===== config.mk =====
export PLATFORM = sky130hd
export DESIGN_NAME = bit_serial_adder
export DESIGN_NICKNAME = d
export VERILOG_FILES = /design/src/rtl/bit_serial_adder_pkg.sv /design/src/rtl/bit_serial_adder_fa.sv /design/src/rtl/bit_serial_adder.sv
export SDC_FILE = /design/constraint.sdc
export NUM_CORES = 1
export LEC_CHECK = 0
export BUFFER_PORTS_ARGS = -buffer_cell sky130_fd_sc_hd__buf_2
export CORE_ASPECT_RATIO = 1.4
export CORE_MARGIN = 5
export CORE_UTILIZATION = 45
export CTS_BUF_LIST = sky130_fd_sc_hd__clkbuf_4 sky130_fd_sc_hd__clkbuf_8
export CTS_CLUSTER_SIZE = 40
export DETAILED_ROUTE_END_ITERATION = 8
export GPL_TIMING_DRIVEN = 0
export PLACE_DENSITY = 0.78
export RECOVER_POWER = 25
export SLEW_MARGIN = 20
export SYNTH_ARGS = -nofsm -noshare
export SYNTH_HDL_FRONTEND = slang
export SYNTH_SLANG_ARGS = --single-unit

===== constraint.sdc =====
create_clock -name i_clk -period 1.99 [get_ports i_clk]
set_input_delay 0.0995 -clock i_clk [delete_from_list [all_inputs] [get_ports i_clk]]
set_output_delay 0.0995 -clock i_clk [all_outputs]
set_load 0.02 [all_outputs]

===== src/rtl/bit_serial_adder_pkg.sv =====
// Shared types and constants for the bit-serial adder.
// Holds the FSM state encoding and the default operand width.
package bit_serial_adder_pkg;

  localparam int DEFAULT_WIDTH = 32;

  typedef enum logic [1:0] {
    IDLE = 2'd0,
    RUN  = 2'd1,
    DONE = 2'd2
  } state_e;

endpackage : bit_serial_adder_pkg


===== src/rtl/bit_serial_adder_fa.sv =====
// One-bit full adder cell built from two half-adder stages plus an OR
// that merges the two stage carries into the carry-out.
module full_adder_cell (
  input  logic i_data_a,
  input  logic i_data_b,
  input  logic i_carry,
  output logic o_data,
  output logic o_carry
);

  logic ha0_sum;
  logic ha0_carry;
  logic ha1_carry;

  // First half adder combines the operand bits, second folds in the carry.
  assign ha0_sum   = i_data_a ^ i_data_b;
  assign ha0_carry = i_data_a & i_data_b;
  assign o_data    = ha0_sum ^ i_carry;
  assign ha1_carry = ha0_sum & i_carry;
  assign o_carry   = ha0_carry | ha1_carry;

endmodule : full_adder_cell


===== src/rtl/bit_serial_adder.sv =====
// LSB-first serial adder: one full-adder cell, registered carry, WIDTH+1 cycle latency.
// Optional subtraction (i_sub port) is enabled by defining BIT_SERIAL_ADDER_SUB_EN.
module bit_serial_adder
  import bit_serial_adder_pkg::*;
#(
  parameter int WIDTH = DEFAULT_WIDTH
) (
  input  logic             i_clk,
  input  logic             i_rst,
  input  logic             i_valid,
  output logic             o_ready,
  input  logic [WIDTH-1:0] i_data_a,
  input  logic [WIDTH-1:0] i_data_b,
`ifdef BIT_SERIAL_ADDER_SUB_EN
  input  logic             i_sub,
`endif
  output logic             o_valid,
  input  logic             i_ready,
  output logic [WIDTH-1:0] o_sum,
  output logic             o_carry,
  output logic             o_overflow
);

  localparam int CNT_W = (WIDTH > 1) ? $clog2(WIDTH) : 1;
  localparam logic [CNT_W-1:0] CNT_LAST = CNT_W'(WIDTH - 1);

  state_e           state_q, state_d;
  logic [WIDTH-1:0] a_q, a_d;
  logic [WIDTH-1:0] b_q, b_d;
  logic [WIDTH-1:0] res_q, res_d;
  logic             carry_q, carry_d;
  logic             ovf_q, ovf_d;
  logic [CNT_W-1:0] cnt_q, cnt_d;

  logic             fa_sum;
  logic             fa_carry;
  logic             accept_sub;
  logic [WIDTH-1:0] accept_b;

`ifdef BIT_SERIAL_ADDER_SUB_EN
  assign accept_sub = i_sub;
`else
  assign accept_sub = 1'b0;
`endif

  // Subtraction is A + ~B + 1: invert B once here and seed the carry with 1.
  assign accept_b = i_data_b ^ {WIDTH{accept_sub}};

  full_adder_cell u_fa (
    .i_data_a (a_q[0]),
    .i_data_b (b_q[0]),
    .i_carry  (carry_q),
    .o_data   (fa_sum),
    .o_carry  (fa_carry)
  );

  always_comb begin
    // NOTE: every _d gets a hold default first so no path through the case
    // leaves a variable unassigned, which would otherwise infer a latch.
    state_d = state_q;
    a_d     = a_q;
    b_d     = b_q;
    res_d   = res_q;
    carry_d = carry_q;
    ovf_d   = ovf_q;
    cnt_d   = cnt_q;

    unique case (state_q)
      IDLE: begin
        if (i_valid) begin
          a_d     = i_data_a;
          b_d     = accept_b;
          carry_d = accept_sub;
          cnt_d   = '0;
          state_d = RUN;
        end
      end

      RUN: begin
        a_d     = a_q >> 1;
        b_d     = b_q >> 1;
        res_d   = {fa_sum, res_q[WIDTH-1:1]};
        carry_d = fa_carry;
        if (cnt_q == CNT_LAST) begin
          // carry_q is the carry into the MSB during the last bit.
          ovf_d   = carry_q ^ fa_carry;
          state_d = DONE;
        end else begin
          cnt_d = cnt_q + 1'b1;
        end
      end

      DONE: begin
        if (i_ready) begin
          state_d = IDLE;
        end
      end

      default: begin
        state_d = IDLE;
      end
    endcase
  end

  always_ff @(posedge i_clk) begin
    // NOTE: state registers use non-blocking assignments so every register
    // samples its pre-edge inputs regardless of statement order.
    if (i_rst) begin
      state_q <= IDLE;
      a_q     <= '0;
      b_q     <= '0;
      res_q   <= '0;
      carry_q <= 1'b0;
      ovf_q   <= 1'b0;
      cnt_q   <= '0;
    end else begin
      state_q <= state_d;
      a_q     <= a_d;
      b_q     <= b_d;
      res_q   <= res_d;
      carry_q <= carry_d;
      ovf_q   <= ovf_d;
      cnt_q   <= cnt_d;
    end
  end

  // Handshakes are masked during reset so nothing is offered or accepted.
  assign o_ready    = (state_q == IDLE) && !i_rst;
  assign o_valid    = (state_q == DONE) && !i_rst;
  assign o_sum      = res_q;
  assign o_carry    = carry_q;
  assign o_overflow = ovf_q;

endmodule : bit_serial_adder

==> flow_metrics.py <==
metrics = {
    "status": {
        "outcome": "completed",
    },
    "layout": {
        "stdcell_area_um2": 5946,
        "fin_util": 0.5684,
        "drive_above_1_share": 0.2738,
        "syn2layout_area_growth_pct": 22.66,
        "final_nets": 760,
        "n_antenna_cell": 0,
        "regArea_um2": 2102,
        "multiInputGateArea_um2": 2342,
        "final.fill_count": 971,
    },
    "global_route": {
        "grt_pass1_vias": 4290,
        "grt-ovfl-total": 0,
        "grt_pass1_wl_um": 19170,
        "grt_antenna_before_repair": 0,
        "track_usage": 0.1767,
        "grt_max_degree": 20,
    },
    "floorplan": {
        "initial_core_util": 0.4634,
        "die_h_um": 132.8,
        "io_pins": 104,
        "core_area_um2": 10460,
        "rows": 44,
        "die_w_um": 97.72,
        "die-area_um2": 12980,
    },
    "timing": {
        "drv_slew": 0,
        "max_freq_mhz": 547.4,
        "rsz0062_at_grt": "no",
        "tns_ns": 0,
        "fin_skew_ns": 0.01113,
        "fin_crit_sh": 0.9180,
        "fin_crit_ns": 1.827,
        "tightest_slew_ns": 0.6874,
        "setup_viol": 0,
        "hold_violations": 0,
        "max-slew-margin-rel": 0.5417,
    },
    "power": {
        "peakVddDrop_mv": 0.3520,
        "seqPwrFrac": 0.523,
        "p_sw_frac": 0.3005,
        "intPower_mw": 3.074,
        "p_sw_mw": 1.320,
        "p_per_area_nw_per_um2": 739.1,
        "p_clk_frac": 0.291,
        "leakage_nw": 2.291,
        "comb_power_share": 0.185,
        "power_mw": 4.394,
    },
    "critical_path": {
        "crit_required_ns": 2.25,
        "critPathKind": "flop to flop",
        "crit_path_end_kind": "flop",
        "crit_arrival_ns": 2.09,
        "r2r_end": "cnt_q[4]$_SDFFE_PP0P_",
        "rr_startpoint": "cnt_q[0]$_SDFFE_PP0P_",
        "cp_max_fo": 6,
        "crit_path_start_kind": "flop",
        "rr_worst_depth": 7,
        "reg2reg_slack_ns": 0.16,
    },
    "drt": {
        "first_pass_iters": 4,
        "vias": 4305,
        "ant_nets": 0,
        "dr.first_iter.drc_count": 200,
        "drc": 0,
        "via_per_inst": 5.174,
        "wire_per_inst_um": 14.11,
        "wirelength_um": 11740,
    },
    "clock_network": {
        "postCtsResizedCells": 0,
        "cts_max_level": 3,
        "cts.sinks": 105,
        "cts_buffers": 9,
        "cts_tree": "built",
        "cts_buffer_depth": 2,
        "clock_latency_ns": 0.38,
        "clkSlewWorstSetupHoldPaths_ns": 0.11,
        "clockRootBuffer": "clkbuf_8",
    },
    "hold_path": {
        "worstHoldStart": "i_data_a[9]",
        "hp-class": "input port to flop",
        "hold-path-cell-count": 3,
        "min_to": "a_q[9]$_SDFFE_PP0P_",
    },
    "synthesis": {
        "syn-num-nets": 619,
        "yosysWarningCount": 0,
        "synth_common_cells": "190 x nand2_1, 105 x dfxtp_1, 74 x nor2_1",
        "async_reset_ff_frac": 0,
        "synth_edf_count": 0,
        "synthTopCellsByArea": "dfxtp_1 43%, a311oi_2 19%, nand2_1 15%",
        "synth.top_cell.area_share": 0.4337,
        "yosys_register_bits": 105,
        "synth.avg_cell_area_um2": 8.845,
        "syn_inst": 548,
        "ys_types": 32,
        "synth_largest_area_cell": "dfxtp_1",
        "seq_area_frac_synth": 0.4337,
        "yosysMostFrequentCell": "nand2_1",
        "syn_area_um2": 4847,
        "synth_flop_cell": "dfxtp_1",
    },
    "place": {
        "dp_hpwl_um": 8629,
        "place.gp.congestion": 0.7467,
        "postPlaceCellArea_um2": 5530,
        "io_buffer_count": 102,
    },
    "run": {
        "maxCapViolCount": 0,
    },
}
[power groups by stage]
| stage | logic [mW] | clock network (mW) | registers (mW) |
|---|---|---|---|
| after global routing | 0.892 | 1.39 | 2.31 |
| final | 0.814 | 1.28 | 2.30 |
| after CTS | 0.824 | 1.31 | 2.30 |
| after floorplan | 0.583 | 0 | 2.33 |
| after global placement | 0.752 | 0 | 2.34 |
| after detailed placement | 0.780 | 0 | 2.35 |
[cell type report]
type	instances	area share
Tap cell	138	0.02904
Clock inverter	7	0.01031
Inverter	3	0.001894
Sequential cell	105	0.3535
Clock buffer	9	0.02083
Multi-Input combinational cell	391	0.3939
Buffer	49	0.06460
Timing Repair Buffer	130	0.1258
[worst max-delay path: stages (launching register included)]
cell,delay (ns)
dfxtp_1,0.36
ha_1,0.23
and3_1,0.19
ha_1,0.25
nand2b_1,0.17
a21o_1,0.24
a22oi_1,0.21
nor2_1,0.05
[metrics by stage]
step                worst slack (ns)  hold slack (ns)  instances
finish                        0.1632         0.008577        832
global route                 0.06046         0.003628        832
floorplan                     0.3648           0.2653        548
detailed placement            0.2087           0.4001        788
global placement              0.2420           0.3852        788
CTS                           0.1881       0.00005385        832
[routing by layer]
metal  up-vias  share of wire  GRT usage
met5         -              0          0
met4         0          0.019    0.06082
met2       116           0.51     0.3211
met3        17          0.051    0.03686
li1       2144              -          -
met1      2028           0.42     0.2039
[layout by cell type, fill, tap and decap left out, drive strengths merged]
cell / count
a311oi: 62
nor4: 1
nor2: 77
a21o: 1
and3: 1
clkbuf: 53
clkinvlp: 1
a21oi: 37
fa: 1
nor2b: 1
nor3b: 1
clkinv: 2
inv: 7
o21ai: 1
nand3b: 1
or2: 1
dfxtp: 105
buf: 107
a211oi: 1
a31oi: 1
nor3: 2
xnor2: 1
nand3: 2
ha: 2
dlygate4sd3: 28
a22oi: 2
a32oi: 2
nand2b: 3
nand2: 190
[flip-flops by register name (all words and copies together) (netlist names)]
name        flops
o_carry         1
b_q            32
a_q            32
o_sum          32
state_q         2
o_overflow      1
cnt_q           5
[worst max-delay path by stage]
stage | endpoint | cells past startpoint | from | slack, ns
after global routing | cnt_q[4]$_SDFFE_PP0P_ | 7 | cnt_q[0]$_SDFFE_PP0P_ | 0.06
after CTS | cnt_q[4]$_SDFFE_PP0P_ | 7 | cnt_q[0]$_SDFFE_PP0P_ | 0.19
after global placement | cnt_q[1]$_SDFFE_PP0P_ | 7 | cnt_q[0]$_SDFFE_PP0P_ | 0.24
final | cnt_q[4]$_SDFFE_PP0P_ | 7 | cnt_q[0]$_SDFFE_PP0P_ | 0.16
after floorplan | cnt_q[1]$_SDFFE_PP0P_ | 7 | cnt_q[0]$_SDFFE_PP0P_ | 0.36
after detailed placement | cnt_q[4]$_SDFFE_PP0P_ | 7 | cnt_q[0]$_SDFFE_PP0P_ | 0.21
[repair_timing]
action,in CTS,in global routing
setup buffers,0,0
hold endpoints to repair,28,0
hold buffers,28,0
[kinds of logic (layout without fill, tap and decap cells)]
logic type,Yosys count,in the layout,synth area share
AO/OA/AOI/OAI,107,107,0.2424
adder cells (fa/ha/maj),3,3,0.009292
flip-flops,105,105,0.4337
XOR/XNOR,1,1,0.001807
buffers and inverters,52,198,0.08312
AND/OR/NAND/NOR,280,280,0.2297
Power figures use the tool's default switching activity.
